<file path="src/rtl/adder_arbiter.sv">
// Two-requester round-robin adder with a single registered result slot.
// Define ADDER_ARBITER_SAT_EN to saturate res_sum to all-ones on carry-out.
module adder_arbiter #(
    parameter int WIDTH = 8
) (
    input  logic             clk,
    input  logic             rst,
    input  logic             req0_valid,
    input  logic [WIDTH-1:0] req0_a,
    input  logic [WIDTH-1:0] req0_b,
    output logic             req0_ready,
    input  logic             req1_valid,
    input  logic [WIDTH-1:0] req1_a,
    input  logic [WIDTH-1:0] req1_b,
    output logic             req1_ready,
    output logic             res_valid,
    input  logic             res_ready,
    output logic [WIDTH-1:0] res_sum,
    output logic             res_carry,
    output logic             res_id,
    output logic [7:0]       op_count
);

    typedef enum logic {
        EMPTY = 1'b0,
        FULL  = 1'b1
    } state_t;

    state_t           state_q;
    state_t           state_d;
    logic             ptr_q;
    logic             slot_free;
    logic             win0;
    logic             win1;
    logic             accept;
    logic             sel_id;
    logic [WIDTH-1:0] sel_a;
    logic [WIDTH-1:0] sel_b;
    logic [WIDTH:0]   full_sum;
    logic [WIDTH-1:0] new_sum;
    logic             consume;

    assign slot_free = (state_q == EMPTY) || res_ready;

    // Under contention the requester that did not win last time goes first.
    assign win0 = req0_valid && (!req1_valid || ptr_q);
    assign win1 = req1_valid && (!req0_valid || !ptr_q);

    assign req0_ready = !rst && slot_free && win0;
    assign req1_ready = !rst && slot_free && win1;
    assign accept     = req0_ready || req1_ready;

    assign sel_id   = req1_ready;
    assign sel_a    = sel_id ? req1_a : req0_a;
    assign sel_b    = sel_id ? req1_b : req0_b;
    assign full_sum = {1'b0, sel_a} + {1'b0, sel_b};

`ifdef ADDER_ARBITER_SAT_EN
    assign new_sum = full_sum[WIDTH] ? {WIDTH{1'b1}} : full_sum[WIDTH-1:0];
`else
    assign new_sum = full_sum[WIDTH-1:0];
`endif

    assign res_valid = (state_q == FULL);
    assign consume   = res_valid && res_ready;

    always_comb begin
        state_d = state_q;
        unique case (state_q)
            EMPTY: if (accept) state_d = FULL;
            FULL: begin
                if (accept)         state_d = FULL;
                else if (res_ready) state_d = EMPTY;
            end
            default: state_d = EMPTY;
        endcase
    end

    always_ff @(posedge clk or posedge rst) begin
        if (rst) begin
            state_q   <= EMPTY;
            ptr_q     <= 1'b1;
            res_sum   <= '0;
            res_carry <= 1'b0;
            res_id    <= 1'b0;
            op_count  <= 8'd0;
        end else begin
            state_q <= state_d;
            if (accept) begin
                ptr_q     <= sel_id;
                res_sum   <= new_sum;
                res_carry <= full_sum[WIDTH];
                res_id    <= sel_id;
            end
            if (consume) op_count <= op_count + 8'd1;
        end
    end

endmodule

</file>
<file path="config.mk">
export PLATFORM = sky130hd
export DESIGN_NAME = adder_arbiter
export DESIGN_NICKNAME = d
export VERILOG_FILES = /design/src/rtl/adder_arbiter.sv
export SDC_FILE = /design/constraint.sdc
export NUM_CORES = 1
export LEC_CHECK = 0
export ABC_AREA = 1
export BUFFER_PORTS_ARGS = -buffer_cell sky130_fd_sc_hd__buf_2
export CORE_ASPECT_RATIO = 1.1
export CORE_MARGIN = 2
export CORE_UTILIZATION = 35
export CTS_CLUSTER_SIZE = 24
export DETAILED_ROUTE_END_ITERATION = 12
export GPL_TIMING_DRIVEN = 0
export PLACE_DENSITY = 0.62
export SLEW_MARGIN = 40
export SYNTH_ARGS = -nofsm -noshare
export SYNTH_HDL_FRONTEND = slang
export SYNTH_SLANG_ARGS = --single-unit
</file>
<file path="constraint.sdc">
create_clock -name clk -period 2.8 [get_ports clk]
set_input_delay 0.14 -clock clk [delete_from_list [all_inputs] [get_ports clk]]
set_output_delay 0.14 -clock clk [all_outputs]
set_load 0.03 [all_outputs]
</file>
==> Word level (Yosys, flattened, before mapping) <==
Index checks and enable logic that the tools add are counted.
{ "word_totals": {"regBits": 20, "output_inout_bits": 21, "wordCells": 29, "input_bits": 37} }
{ "op_classes": {"bitwise_logic": 1, "reduce_logical": 14, "add_sub_neg": 2, "n_mux": 6} }
{ "ops": {"columns": ["operator", "n"], "rows": [
  ["8-bit 2-to-1 mux", 2],
  ["8-bit by 8-bit adder with 9-bit output", 1],
  ["8-bit by 1-bit adder with 8-bit output, second input constant", 1],
  ["1-bit logical AND", 6],
  ["1-bit logical NOT", 4],
  ["1-bit logical OR", 4],
  ["1-bit 2-to-1 mux", 3],
  ["1-bit case mux with 2 select lines", 1],
  ["1-bit inverter", 1]
]} }

==> Logic depth before layout (Yosys ltp) <==
{ "depth": {"depth_word": 7, "depth_mapped": 16, "ltp_nobuf": 15} }

==> Worst setup path before layout <==
OpenSTA, ideal clock, no wires.
{ "synth_timing": {"path_type": "input to register", "from": "input rst", "to": "register res_sum[4]", "t_arrival_ns": 2.283, "n_path_buf": 1, "t_required_ns": 2.674, "setup_slack_ns": 0.390, "path_stages": 12, "cell_sequence": "inv_1 nand4_2 buf_2 nand2_1 nand2_1 ha_1 fa_1 nand2_1 nand2_1 nand2_1 xor2_1 o21ai_0"} }
{ "synth_via": {"elab_chain_len": 5, "elab_cells_between_ends": 8} }
{ "synth_lines": {"columns": ["item", "line", "text"], "rows": [
  ["from (decl)", "7", "input logic rst,"],
  ["1-bit logical NOT (no line) (*)", null, null],
  ["1-bit logical AND (*)", "49, 50", null],
  ["1-bit logical AND", "50", "assign req1_ready = !rst && slot_free && win1;"],
  ["8-bit 2-to-1 mux, on equally long branches", "54, 55", null],
  ["8-bit by 8-bit adder with 9-bit output", "56", "assign full_sum = {1'b0, sel_a} + {1'b0, sel_b};"],
  ["to (signal assigned)", "91", "res_sum <= new_sum;"],
  ["to (decl)", "18", "output logic [WIDTH-1:0] res_sum,"]
]} }
Mark *: on every way between the ends. The rest lies on a longest branch, timed or not.
A chain may end at the register's enable or synchronous reset.

==> Final worst setup path <==
{ "layout_timing": {"from": "register ptr_q", "to": "register res_sum[4]"} }
{ "layout_via": {"elab_chain_len": 6, "elab_cells_between_ends": 11} }
{ "layout_lines": {"columns": ["item", "line", "text"], "rows": [
  ["from (decl)", "31", "logic ptr_q;"],
  ["from (signal assigned)", "90", "ptr_q <= sel_id;"],
  ["1-bit logical NOT", "47", "assign win1 = req1_valid && (!req0_valid || !ptr_q);"],
  ["1-bit logical OR", "47", null],
  ["1-bit logical AND", "47", null],
  ["1-bit logical AND", "50", null],
  ["8-bit 2-to-1 mux, on equally long branches", "54, 55", null],
  ["8-bit by 8-bit adder with 9-bit output", "56", null]
]} }
Several ways; a longest one is shown, not always the timed one.

==> summary.md <==
| Metric | Value |
|---|---|
| Clock sinks | 20 |
| Clock root buffer | clkbuf_8 |
| Status | finished clean |
| Vias in the first global route | about 1400 |
| Worst-case clock buffer depth | 2 |
| Core footprint | between 0.003 and 0.004 mm^2 |
| Hold Crit Class | in2reg |
| Routed len/inst | ~9.9 um |
| Crit path launch type | flop |
| Row Count | 24 |
| RD Place Congestion | 0.730 |
| Die area | 0.00455 mm^2 |
| R2r endpoint | res_sum[4]$_DFFE_PP0P_ |
| Mean Syn Cell Area | between 7 and 8 um^2 |
| Initial Utilization | between 30% and 40% |
| Worst-path fanout max | 10 |
| Hold Path Origin | res_ready |
| CTS resizes | 0 |
| Diode count | 0 |
| GRT Total Usage | about 15% |
| Reg2reg start | ptr_q$_DFFE_PP1P_ |
| Synth unique cells | 27 |
| DR pass1 iterations | 2 |
| CTS tree | done |
| Register area share after synthesis | 35.6% |
| Slew headroom | approximately two fifths |
| DP Worst Slack | -0.220 ns |
| Syn Nets | roughly 240 |
| Height of the die | 70.6 um |
| Vias post-DR | between 1000 and 1500 |
| Tcrit/Tclk final | roughly nine tenths |
| LEAKAGE | ~1.1 nW |
| Tightest Pin Transition | approximately 0.9 ns |
| Reg2reg path depth | 13 |
| Synthesized area | ~0.0014 mm^2 |
| Final min period | about 2.5 ns |
| Initial antenna violation count | 0 |
| Post-Synthesis Cells | slightly below 200 |
| Flop-to-flop setup slack | between 0.3 and 0.4 ns |
| Peak supply drop | 238 uV |
| Reg clk slew, reported paths | about 0.07 ns |
| Largest net degree at the start of global routing | 23 |
| FILL cells | 440 |
| Worst EP required | just under 3 ns |
| WL final | roughly 3 mm |
| Via density per instance | approximately 4.4 |
| H-tree depth | 1 |
| Setup CP Type | reg2reg |
| Die Width | ~65 um |
| TritonCTS Buffers | 3 |
| Clock latency on the worst-skew pair | roughly 0.26 ns |
| CP Capture Type | flop |
| Pwr dens | 690 mW/mm^2 |
| Fmax | just over 400 MHz |
| Final core occ | 47.0% |
| Port buffer count | 57 |
| Commonest non-fill, non-tap cell in the layout | nand2_1 |
| Fin nets | slightly above 300 |
| Setup Viol. Count Final | 0 |
| Area growth syn-to-layout | 30.2% |
| Starting DRT DRC Count | 24 |
| RSZ-0062 raised after global routing | false |
| First-pass GRT wire length | approximately 5.6 mm |
| Worst Hold End | res_valid$_DFF_PP0_ |
| Grt ovf | 0 |
| Fraction of layout cells with a size suffix above 1 | about 30% |
| Warnings, synthesis | 0 |
| Yosys reg bits | 20 |
| WHS | approximately 0.17 ns |
| HPWL after DPL | ~2.5 mm |
| Worst Path Arrival | about 2.6 ns |
| Ports | 58 |
| Antenna-violating nets left | 0 |
| Final setup margin | between 0.3 and 0.4 ns |
| Max-slew violation count | 0 |
| Max-Cap Viols | 0 |
| Hold path depth | 4 |
| Final setup skew | 0.00324 ns |
| Fin. Hold Viols | 0 |
| Drt drc | 0 |
| Most frequent cells in the layout | nand2_1, buf_2, dfrtp_1 |
layout make-up:
class | instances | area [um^2] | area share, %
Buffer | 3 | 27.5 | 1.50
Clock buffer | 4 | 55.1 | 3.00
Inverter | 20 | 75.1 | 4.09
Timing Repair Buffer | 59 | 305 | 16.6
Sequential cell | 20 | 502 | 27.3
Tap cell | 52 | 65.1 | 3.54
Multi-Input combinational cell | 153 | 806 | 43.9
through the flow:
stage          instances  total power (W)  instance area [um^2]  setup TNS (ns)
3_3_place_gp         305          0.00105                  1760          -0.549
4_1_cts              309          0.00128                  1820               0
2_1_floorplan        196         0.000881                  1410               0
6_report             311          0.00127                  1840               0
5_1_grt              311          0.00138                  1840               0
3_5_place_dp         305          0.00106                  1760          -0.641
worst max-delay path, cell delays in order, from the launching register on:
cell	delay (ns)
dfstp_2	0.53
nand2_1	0.11
nand4_2	0.23
inv_2	0.12
buf_6	0.15
nand2_1	0.05
nand2_1	0.05
ha_1	0.22
fa_1	0.40
nand2_1	0.09
nand2_1	0.09
nand2_1	0.08
xor2_1	0.14
o21ai_0	0.09
synthesized netlist by cell type:
cell type / n / area share [%]
ha_1: 9 / 8.0
xor2_1: 7 / 4.3
xnor2_1: 2 / 1.2
a211oi_1: 1 / 0.53
inv_2: 2 / 0.53
o21ai_2: 1 / 0.62
nand2_2: 1 / 0.44
a21oi_1: 3 / 1.1
or2_2: 2 / 0.89
nor3_1: 1 / 0.35
buf_6: 2 / 1.6
buf_2: 1 / 0.35
o21ai_0: 3 / 1.1
nand2_1: 97 / 26
a31oi_4: 1 / 1.5
nand4_2: 1 / 0.89
nand3_1: 10 / 3.5
nand4_1: 1 / 0.44
o211ai_1: 1 / 0.53
nand3b_1: 2 / 1.1
nor3_2: 1 / 0.71
nor2_1: 7 / 1.9
dfrtp_1: 19 / 34
inv_1: 18 / 4.8
fa_1: 1 / 1.4
mux2_2: 1 / 0.80
dfstp_2: 1 / 1.9
power breakdown:
part	internal [W]	switching (W)
logic	0.000205	0.000396
registers	0.000379	0.0000689
clock network	0.000125	0.0000924
total	0.000709	0.000557
logic make-up after synthesis:
kind of cell / Yosys count / share of synthesized area [%]
buffers and inverters: 23 / 7.28
adders and majority gates: 10 / 9.41
xor gates and xnor gates: 9 / 5.59
muxes: 1 / 0.799
AOI/OAI and AO/OA: 10 / 5.32
and+or+nand+nor: 123 / 36.0
DFF: 20 / 35.6
flip-flops by register name, indices dropped and copies added (netlist names):
name	count
op_count	8
res_id	1
res_valid	1
res_carry	1
res_sum	8
ptr_q	1
what timing repair did:
item	CTS	global route
hold buffers	0	2
setup buffers	0	0
endpoints found under the hold margin	0	19
per-layer routing:
layer  global-route usage, %  vias up  share of wire, %
met5                       0        -                 0
met4                    5.20        0               1.1
met3                    2.23        4               5.4
met2                    28.1       45                48
met1                    17.6      566                45
li1                        -      738                 -
worst max-delay path by stage:
stage / from / endpoint / slack, ns / depth (start not counted)
after floorplan: rst / res_sum[4]$_DFFE_PP0P_ / 0.39 / 12
after global placement: rst / res_sum[4]$_DFFE_PP0P_ / -0.20 / 13
after detailed placement: rst / res_sum[4]$_DFFE_PP0P_ / -0.22 / 13
after CTS: rst / res_sum[4]$_DFFE_PP0P_ / 0.06 / 13
after global routing: ptr_q$_DFFE_PP1P_ / res_sum[6]$_DFFE_PP0P_ / 0.04 / 14
final: ptr_q$_DFFE_PP1P_ / res_sum[4]$_DFFE_PP0P_ / 0.32 / 13
No activity file was read; power rests on OpenSTA's default activity.
